===== config.mk =====
export PLATFORM = sky130hd
export DESIGN_NAME = npc_unit
export DESIGN_NICKNAME = d
export VERILOG_FILES = /design/src/rtl/npc_pkg.sv /design/src/rtl/npc_unit_rstack.sv /design/src/rtl/npc_unit.sv
export SDC_FILE = /design/constraint.sdc
export NUM_CORES = 1
export LEC_CHECK = 0
export CAP_MARGIN = 20
export CORE_MARGIN = 3
export CORE_UTILIZATION = 50
export DETAILED_ROUTE_END_ITERATION = 6
export PLACE_DENSITY_LB_ADDON = 0.3
export SLEW_MARGIN = 20
export SYNTH_ARGS = -nofsm -noshare
export SYNTH_HDL_FRONTEND = slang
export SYNTH_SLANG_ARGS = --single-unit

===== constraint.sdc =====
create_clock -name Clk -period 9.8 [get_ports Clk]
set_input_delay 0.98 -clock Clk [delete_from_list [all_inputs] [get_ports Clk]]
set_output_delay 0.98 -clock Clk [all_outputs]
set_load 0.01 [all_outputs]

===== src/rtl/npc_pkg.sv =====
// Shared definitions for the next-PC unit: control-flow op encodings and PC geometry.
package npc_pkg;

    localparam int unsigned PC_W = 32;
    localparam logic [PC_W-1:0] PC_STEP = 32'd4;

    typedef enum logic [2:0] {
        OP_SEQ  = 3'd0,
        OP_JMP  = 3'd1,
        OP_BRZ  = 3'd2,
        OP_CALL = 3'd3,
        OP_RET  = 3'd4
    } op_e;

endpackage


===== src/rtl/npc_unit_rstack.sv =====
// Hardware return-address LIFO: synchronous push, asynchronous read of the top entry.
// Config macro NPC_RSTACK_CHECK_EN: when defined, pushes at full and pops at empty are
// suppressed and raise sticky flags; otherwise the pointer wraps circularly.
module rstack
    import npc_pkg::*;
#(
    parameter int unsigned Depth = 16,
    parameter int unsigned Aw    = $clog2(Depth),
    parameter int unsigned Dw    = PC_W
) (
    input  logic          clk_i,
    input  logic          rst_ni,
    input  logic          push_i,
    input  logic          pop_i,
    input  logic [Dw-1:0] wdata_i,
    output logic [Dw-1:0] top_o,
    output logic [Aw:0]   depth_o,
    output logic          ovf_o,
    output logic          unf_o
);

    localparam logic [Aw:0]   DepthMax = (Aw + 1)'(Depth);
    localparam logic [Aw:0]   CntOne   = 1;
    localparam logic [Aw-1:0] PtrOne   = 1;

    logic [Dw-1:0] mem_q [Depth];
    logic [Aw-1:0] ptr_q, ptr_d, top_idx;
    logic [Aw:0]   depth_q, depth_d;
    logic          empty, full, do_push, do_pop;

    assign empty = (depth_q == '0);
    assign full  = (depth_q == DepthMax);

`ifdef NPC_RSTACK_CHECK_EN
    assign do_push = push_i & ~full;
    assign do_pop  = pop_i & ~empty;
`else
    // Pointer keeps moving past the bounds so overflow overwrites the oldest entry.
    assign do_push = push_i;
    assign do_pop  = pop_i;
`endif

    // Next pointer and occupancy; occupancy saturates even when the pointer wraps.
    always_comb begin
        ptr_d   = ptr_q;
        depth_d = depth_q;
        if (do_push) begin
            ptr_d = ptr_q + PtrOne;
            if (!full) depth_d = depth_q + CntOne;
        end else if (do_pop) begin
            ptr_d = ptr_q - PtrOne;
            if (!empty) depth_d = depth_q - CntOne;
        end
    end

    // Pointer and occupancy registers.
    always_ff @(posedge clk_i or negedge rst_ni) begin
        if (!rst_ni) begin
            ptr_q   <= '0;
            depth_q <= '0;
        end else begin
            ptr_q   <= ptr_d;
            depth_q <= depth_d;
        end
    end

    // Stack storage, deliberately not reset.
    always_ff @(posedge clk_i) begin
        if (do_push) mem_q[ptr_q] <= wdata_i;
    end

    assign top_idx = ptr_q - PtrOne;
    assign top_o   = mem_q[top_idx];
    assign depth_o = depth_q;

`ifdef NPC_RSTACK_CHECK_EN
    logic ovf_q, unf_q;

    // Sticky bound-violation flags, cleared only by reset.
    always_ff @(posedge clk_i or negedge rst_ni) begin
        if (!rst_ni) begin
            ovf_q <= 1'b0;
            unf_q <= 1'b0;
        end else begin
            ovf_q <= ovf_q | (push_i & full);
            unf_q <= unf_q | (pop_i & empty);
        end
    end

    assign ovf_o = ovf_q;
    assign unf_o = unf_q;
`else
    assign ovf_o = 1'b0;
    assign unf_o = 1'b0;
`endif

endmodule


===== src/rtl/npc_unit.sv =====
// Next-PC generator for the Forth core: op decode, nPC mux and the return-address stack.
// Config macro NPC_RSTACK_CHECK_EN: enables return-stack bounds checking.
module npc_unit
    import npc_pkg::*;
#(
    parameter int unsigned RS_DEPTH = 16,
    parameter int unsigned RS_AW    = $clog2(RS_DEPTH)
) (
    input  logic            Clk,
    input  logic            Rst_n,
    input  logic [PC_W-1:0] PC,
    input  logic [2:0]      Op,
    input  logic [PC_W-1:0] Target,
    input  logic [PC_W-1:0] Cond,
    input  logic            Stall,
    output logic [PC_W-1:0] nPC,
    output logic [RS_AW:0]  RsDepth,
    output logic            RsOvf,
    output logic            RsUnf
);

    logic [PC_W-1:0] pc_inc;
    logic [PC_W-1:0] rs_top;
    logic            rs_push, rs_pop;
    logic            ret_target_ok;

    assign pc_inc  = PC + PC_STEP;
    assign rs_push = ~Stall & (Op == OP_CALL);
    assign rs_pop  = ~Stall & (Op == OP_RET);

`ifdef NPC_RSTACK_CHECK_EN
    // A checked RET from an empty stack falls through instead of using stale data.
    assign ret_target_ok = (RsDepth != '0);
`else
    assign ret_target_ok = 1'b1;
`endif

    rstack #(
        .Depth (RS_DEPTH),
        .Aw    (RS_AW),
        .Dw    (PC_W)
    ) u_rstack (
        .clk_i   (Clk),
        .rst_ni  (Rst_n),
        .push_i  (rs_push),
        .pop_i   (rs_pop),
        .wdata_i (pc_inc),
        .top_o   (rs_top),
        .depth_o (RsDepth),
        .ovf_o   (RsOvf),
        .unf_o   (RsUnf)
    );

    // Combinational next-PC select; stall has priority over every op.
    always_comb begin
        nPC = pc_inc;
        if (Stall) begin
            nPC = PC;
        end else begin
            case (Op)
                OP_SEQ:  nPC = pc_inc;
                OP_JMP:  nPC = Target;
                OP_BRZ:  nPC = (Cond == '0) ? Target : pc_inc;
                OP_CALL: nPC = Target;
                OP_RET:  nPC = ret_target_ok ? rs_top : pc_inc;
                default: nPC = pc_inc;
            endcase
        end
    end

endmodule


-- Word level (Yosys, flattened, before mapping)
Memory sizes are Yosys's and may differ from the RTL's.
Cells that the tools add are included.
- add/subtract/negate cells: 5
- equal/unequal tests: 7
- multiplexer cells: 11
- bitwise operators: 3
- reductions and logical operators: 5
- operator list (cell ; count):
    case mux 32 bit (3 select lines) ; 1
    2-to-1 mux 32 bit ; 2
    adder 32 x 3 -> 32 bit (second input constant) ; 1
    logical NOT 32 bit ; 1
    2-to-1 mux 5 bit ; 4
    2-to-1 mux 4 bit ; 2
    equality test 3 x 2 -> 1 bit (second input constant) ; 2
    adder 5 x 1 -> 5 bit (second input constant) ; 1
    equality test 5 bit (second input constant) ; 1
    logical NOT 5 bit ; 1
    subtractor 5 x 1 -> 5 bit (second input constant) ; 1
    adder 4 x 1 -> 4 bit (second input constant) ; 1
    inequality test 2 bit (second input constant) ; 2
    subtractor 4 x 1 -> 4 bit (second input constant) ; 1
    equality test 3 x 1 -> 1 bit (second input constant) ; 1
    equality test 3 bit (second input constant) ; 1
    AND reduction 3 bit ; 1
    bitwise AND 1 bit ; 2
    2-to-1 mux 1 bit ; 2
    nonzero test 2 bit ; 1
    OR reduction 2 bit ; 1
    NOT 1 bit ; 1
- bits in registers: 9
- bits in writable memories: 512
- bits of input ports: 102
- output and inout bits: 39
- logic and storage cells: 34
- memories kept: 1
- memories (memory ; depth ; bits a word ; read ports ; clocked after memory_dff ; wr ports ; line ; RTL):
    u_rstack.mem_q ; 16 ; 32 ; 1 ; 0 ; 1 ; npc_unit_rstack.sv:26 ; logic [Dw-1:0] mem_q [Depth];

-- Depth between registers and ports, before layout
- depth in word-level cells: 4
- gate-level depth with buffers: 14
- gate-level depth less buffers: 9

-- Hierarchy
A second synthesis with hierarchy kept.
- cells, all modules: 1218
- area total of the unflattened synthesis: 22419.0 um^2
- by module, submodules not included (module ; times used ; cells an instance ; area an instance (um^2) ; sequential area each (um^2)):
    rstack ; 1 ; 915 ; 20304.5 ; 15600.0
    npc_unit ; 1 ; 303 ; 2114.5 ; 0.0

-- Worst setup path after synthesis
OpenSTA, ideal clock, no wires.
- kind: input-to-reg
- start point: input Op[2]
- end point: memory u_rstack.mem_q[0][0] in the netlist's numbering (enable)
- setup time: 0.502 ns
- arrival: 5.012 ns
- path slack: 4.286 ns
- stages: 4
- cells stage by stage: nand2b_1 -> nor3_1 -> inv_1 -> nor4_1
- word-level cells in the longest chain between the ends: 4
- ends and longest elaborated chain (what ; line ; RTL):
    start: declaration ; npc_unit.sv:12 ; input logic [2:0] Op,
    equality test 3 x 2 -> 1 bit ; npc_unit.sv:28 ; assign rs_push = ~Stall & (Op == OP_CALL);
    bitwise AND 1 bit ; npc_unit.sv:28 ;
    2-to-1 mux 1 bit ; npc_unit_rstack.sv:69 ; if (do_push) mem_q[ptr_q] <= wdata_i;
    2-to-1 mux 1 bit (implied by the code) ; npc_unit_rstack.sv:69 ;
    end: declaration ; npc_unit_rstack.sv:26 ;
Every way passes these cells.

-- Final worst setup path
- start point: register u_rstack.ptr_q[0]
- end point: output nPC[23]
- word-level cells in the longest chain between the ends: 4
- ends and longest elaborated chain (what ; line ; RTL):
    start: declaration ; npc_unit_rstack.sv:27 ; logic [Aw-1:0] ptr_q, ptr_d, top_idx;
    start signal: assignment ; npc_unit_rstack.sv:62 ; ptr_q <= ptr_d;
    subtractor 4 x 1 -> 4 bit ; npc_unit_rstack.sv:72 ; assign top_idx = ptr_q - PtrOne;
    memory read (16 x 32 bit) ; n/a ;
    case mux 32 bit (3 select lines) ; npc_unit.sv:60 ; case (Op)
    2-to-1 mux 32 bit ; npc_unit.sv:57 ; if (Stall) begin
    end: declaration ; npc_unit.sv:16 ; output logic [PC_W-1:0] nPC,
Every way passes these cells.

==> results.ini <==
[drt]
first_pass_iters = 5
drc_errors = 0
vias = 12660
drtIter0Drc = 1556
wire_per_inst_um = 28.10
ant_nets = 0
wirelength_um = 56700
via_per_inst = 6.274

[power]
p_per_area_nw_per_um2 = 258.5
leakage_nw = 8.358
ir_drop_mv = 0.2996
power.total_mw = 6.702

[clocking]
path_clk_slew_ns = 0.06
ctsResizeCount = 0
cts_buffers = 52
clock-sinks = 521
clk_latency_ns = 0.57
clockBufferDepth = 3
cts_root_buffer = clkbuf_16
cts_hold_buf = 0
cts_tree = done
h-tree-depth = 2
cts_setup_buffers = 0

[sta]
finalMaxSlewViolations = 0
fin_hold_ws_ns = 0.5179
rsz0062_at_grt = no
hold_viol_final = 0
clock_skew_ns = 0.009273
setup_viol = 0
slew_headroom_pct = 35.55
setup_ws_ns = 3.460
finalCritPeriodShare_pct = 64.69
min_period_ns = 6.340
tns_ns = 0
fmax_ghz = 0.1577
worstMarginPinSlew_ns = 0.9635

[critical_path]
crit_fanout = 50
start_kind = flip-flop
crit_family = buffers and inverters
endpoint_kind = output port
max_stage_delay_ns = 0.81
path_cells = inv_1 -> ha_1 -> xor2_4 -> buf_4 -> mux2_2 -> o31ai_1 -> o32ai_1 -> nor2_1 -> a211oi_1 -> clkdlybuf4s50_1
critPathRequiredTime_ns = 8.82
cp.arrival_ns = 5.36
crit_type = flip-flop to output port
path_buf_inv = 3
critPathSlowestCell = buf_4

[floorplanning]
initial_utilization_pct = 50.83
dieArea_um2 = 46430
die-width_um = 215.5
fp.dieH_um = 215.5
core_area_um2 = 43170
num_rows = 76
ioPinCount = 141

[synthesis]
ys_seq_elements = 521
ys.flop_type = edfxtp_1
synth_edf_count = 512
async_flop_share_pct = 1.727
synthCells = 1225
avgSynthCellArea_um2 = 17.91
synth_warnings = 0
yosysUniqueCellTypes = 61
synth-seq-area-share_pct = 71.10
synthesis.area_um2 = 21940

[final_layout]
synthToLayoutAreaGrowth_pct = 18.13
nets = 1501
mostFrequentLayoutCells = edfxtp_1 (512), clkdlybuf4s50_1 (137), mux4_2 (131), nand2_1 (96), clkbuf_16 (53)
final_area_um2 = 25920
layout_commonest_cell = edfxtp_1
fillers = 3142
post-route-util_pct = 60.04
n_antenna_cell = 0
final_cells = 2018
layout-drive-gt1-share_pct = 20.31

[global_routing]
grt_pass1_vias = 12847
grt_pass1_wl_um = 84790
antenna_found_initial = 1
grtUsageTotal_pct = 24.51
grt_max_degree = 109
overflow = 0

[min_path]
hold_path.class = flip-flop to flip-flop

[placement]
hpwl_um = 32640
io_buffer_count = 138
dp.cells = 1920
pre_cts_ws_ns = 3.803
place_congestion = 0.8096
place_area_um2 = 24180

[flow_run]
cap_viol_max_count = 0

[outcome]
outcome = finished, final reports clean

==> state kept, by name, indices dropped and copies added, names as in the netlist <==
| signal | cells |
|---|---|
| u_rstack.depth_o | 5 |
| u_rstack.mem_q | 512 |
| u_rstack.ptr_q | 4 |
==> area by class of cell <==
cell class                      count  area [µm²]  share of cell area, %
Tap cell                          585       732.0                  2.824
Clock inverter                     35       305.3                  1.178
Inverter                           27       101.3                 0.3910
Multi-Input combinational cell    607        6110                  23.57
Clock buffer                       63        1364                  5.262
Timing Repair Buffer              180        1704                  6.575
Sequential cell                   521       15600                  60.20
==> metal layers <==
metal | GRT usage [%] | share of wire [%] | wire length (µm)
met5 | 0 | 0.023 | 13
met4 | 7.733 | 3.2 | 1792
met3 | 4.309 | 9.2 | 5199
met2 | 40.07 | 49 | 27810
met1 | 34.19 | 39 | 21880
==> cell usage after synthesis, drive strengths merged, types with 7 or more instances <==
master / number / share of area (%)
xnor2: 24 / 0.96
nand3: 19 / 0.43
nand2: 96 / 1.6
a32oi: 7 / 0.28
nor4: 17 / 0.48
nand2b: 10 / 0.29
mux2i: 32 / 1.5
inv: 26 / 0.44
xor2: 15 / 0.60
dfrtp: 9 / 1.0
o22ai: 16 / 0.46
buf: 40 / 0.97
clkbuf: 31 / 0.53
edfxtp: 512 / 70
o21ai: 16 / 0.38
ha: 9 / 0.51
nor3: 40 / 0.94
a21oi: 38 / 0.87
nor2: 41 / 0.70
mux4: 131 / 13
and2: 7 / 0.20
==> cell families (layout without fill, tap and decap cells) <==
logic type	count (synthesis)	after routing	synth area share, %
compound gates	132	132	4.003
buf+inv	98	305	1.962
flops	521	521	71.10
xor+xnor	39	39	1.557
other cells	1	2	0.01709
mux	167	167	15.11
fa+ha+maj	10	10	0.6044
simple gates	257	257	5.651
==> path summary, 6_finish.rpt <==
kind	start	to	slack, ns	depth (start not counted)
worst min register to register	u_rstack.depth_o[4]$_DFFE_PN0P_	u_rstack.depth_o[4]$_DFFE_PN0P_	0.52	1
worst max register to register	u_rstack.ptr_q[0]$_DFFE_PN0P_	u_rstack.mem_q[15][24]$_DFFE_PP_	6.35	5
worst min-delay path	u_rstack.depth_o[4]$_DFFE_PN0P_	u_rstack.depth_o[4]$_DFFE_PN0P_	0.52	1
max in group asynchronous	Rst_n	u_rstack.ptr_q[0]$_DFFE_PN0P_	8.74	1
min in group asynchronous	Rst_n	u_rstack.depth_o[0]$_DFFE_PN0P_	0.72	1
worst max-delay path	u_rstack.ptr_q[0]$_DFFE_PN0P_	nPC[23]	3.46	10
==> power breakdown <==
group	switching [mW]	internal (mW)	total [mW]
clock network	0.824	1.12	1.95
logic	1.14	1.03	2.18
registers	0.0794	2.50	2.58
Power figures use the tool's default switching activity.
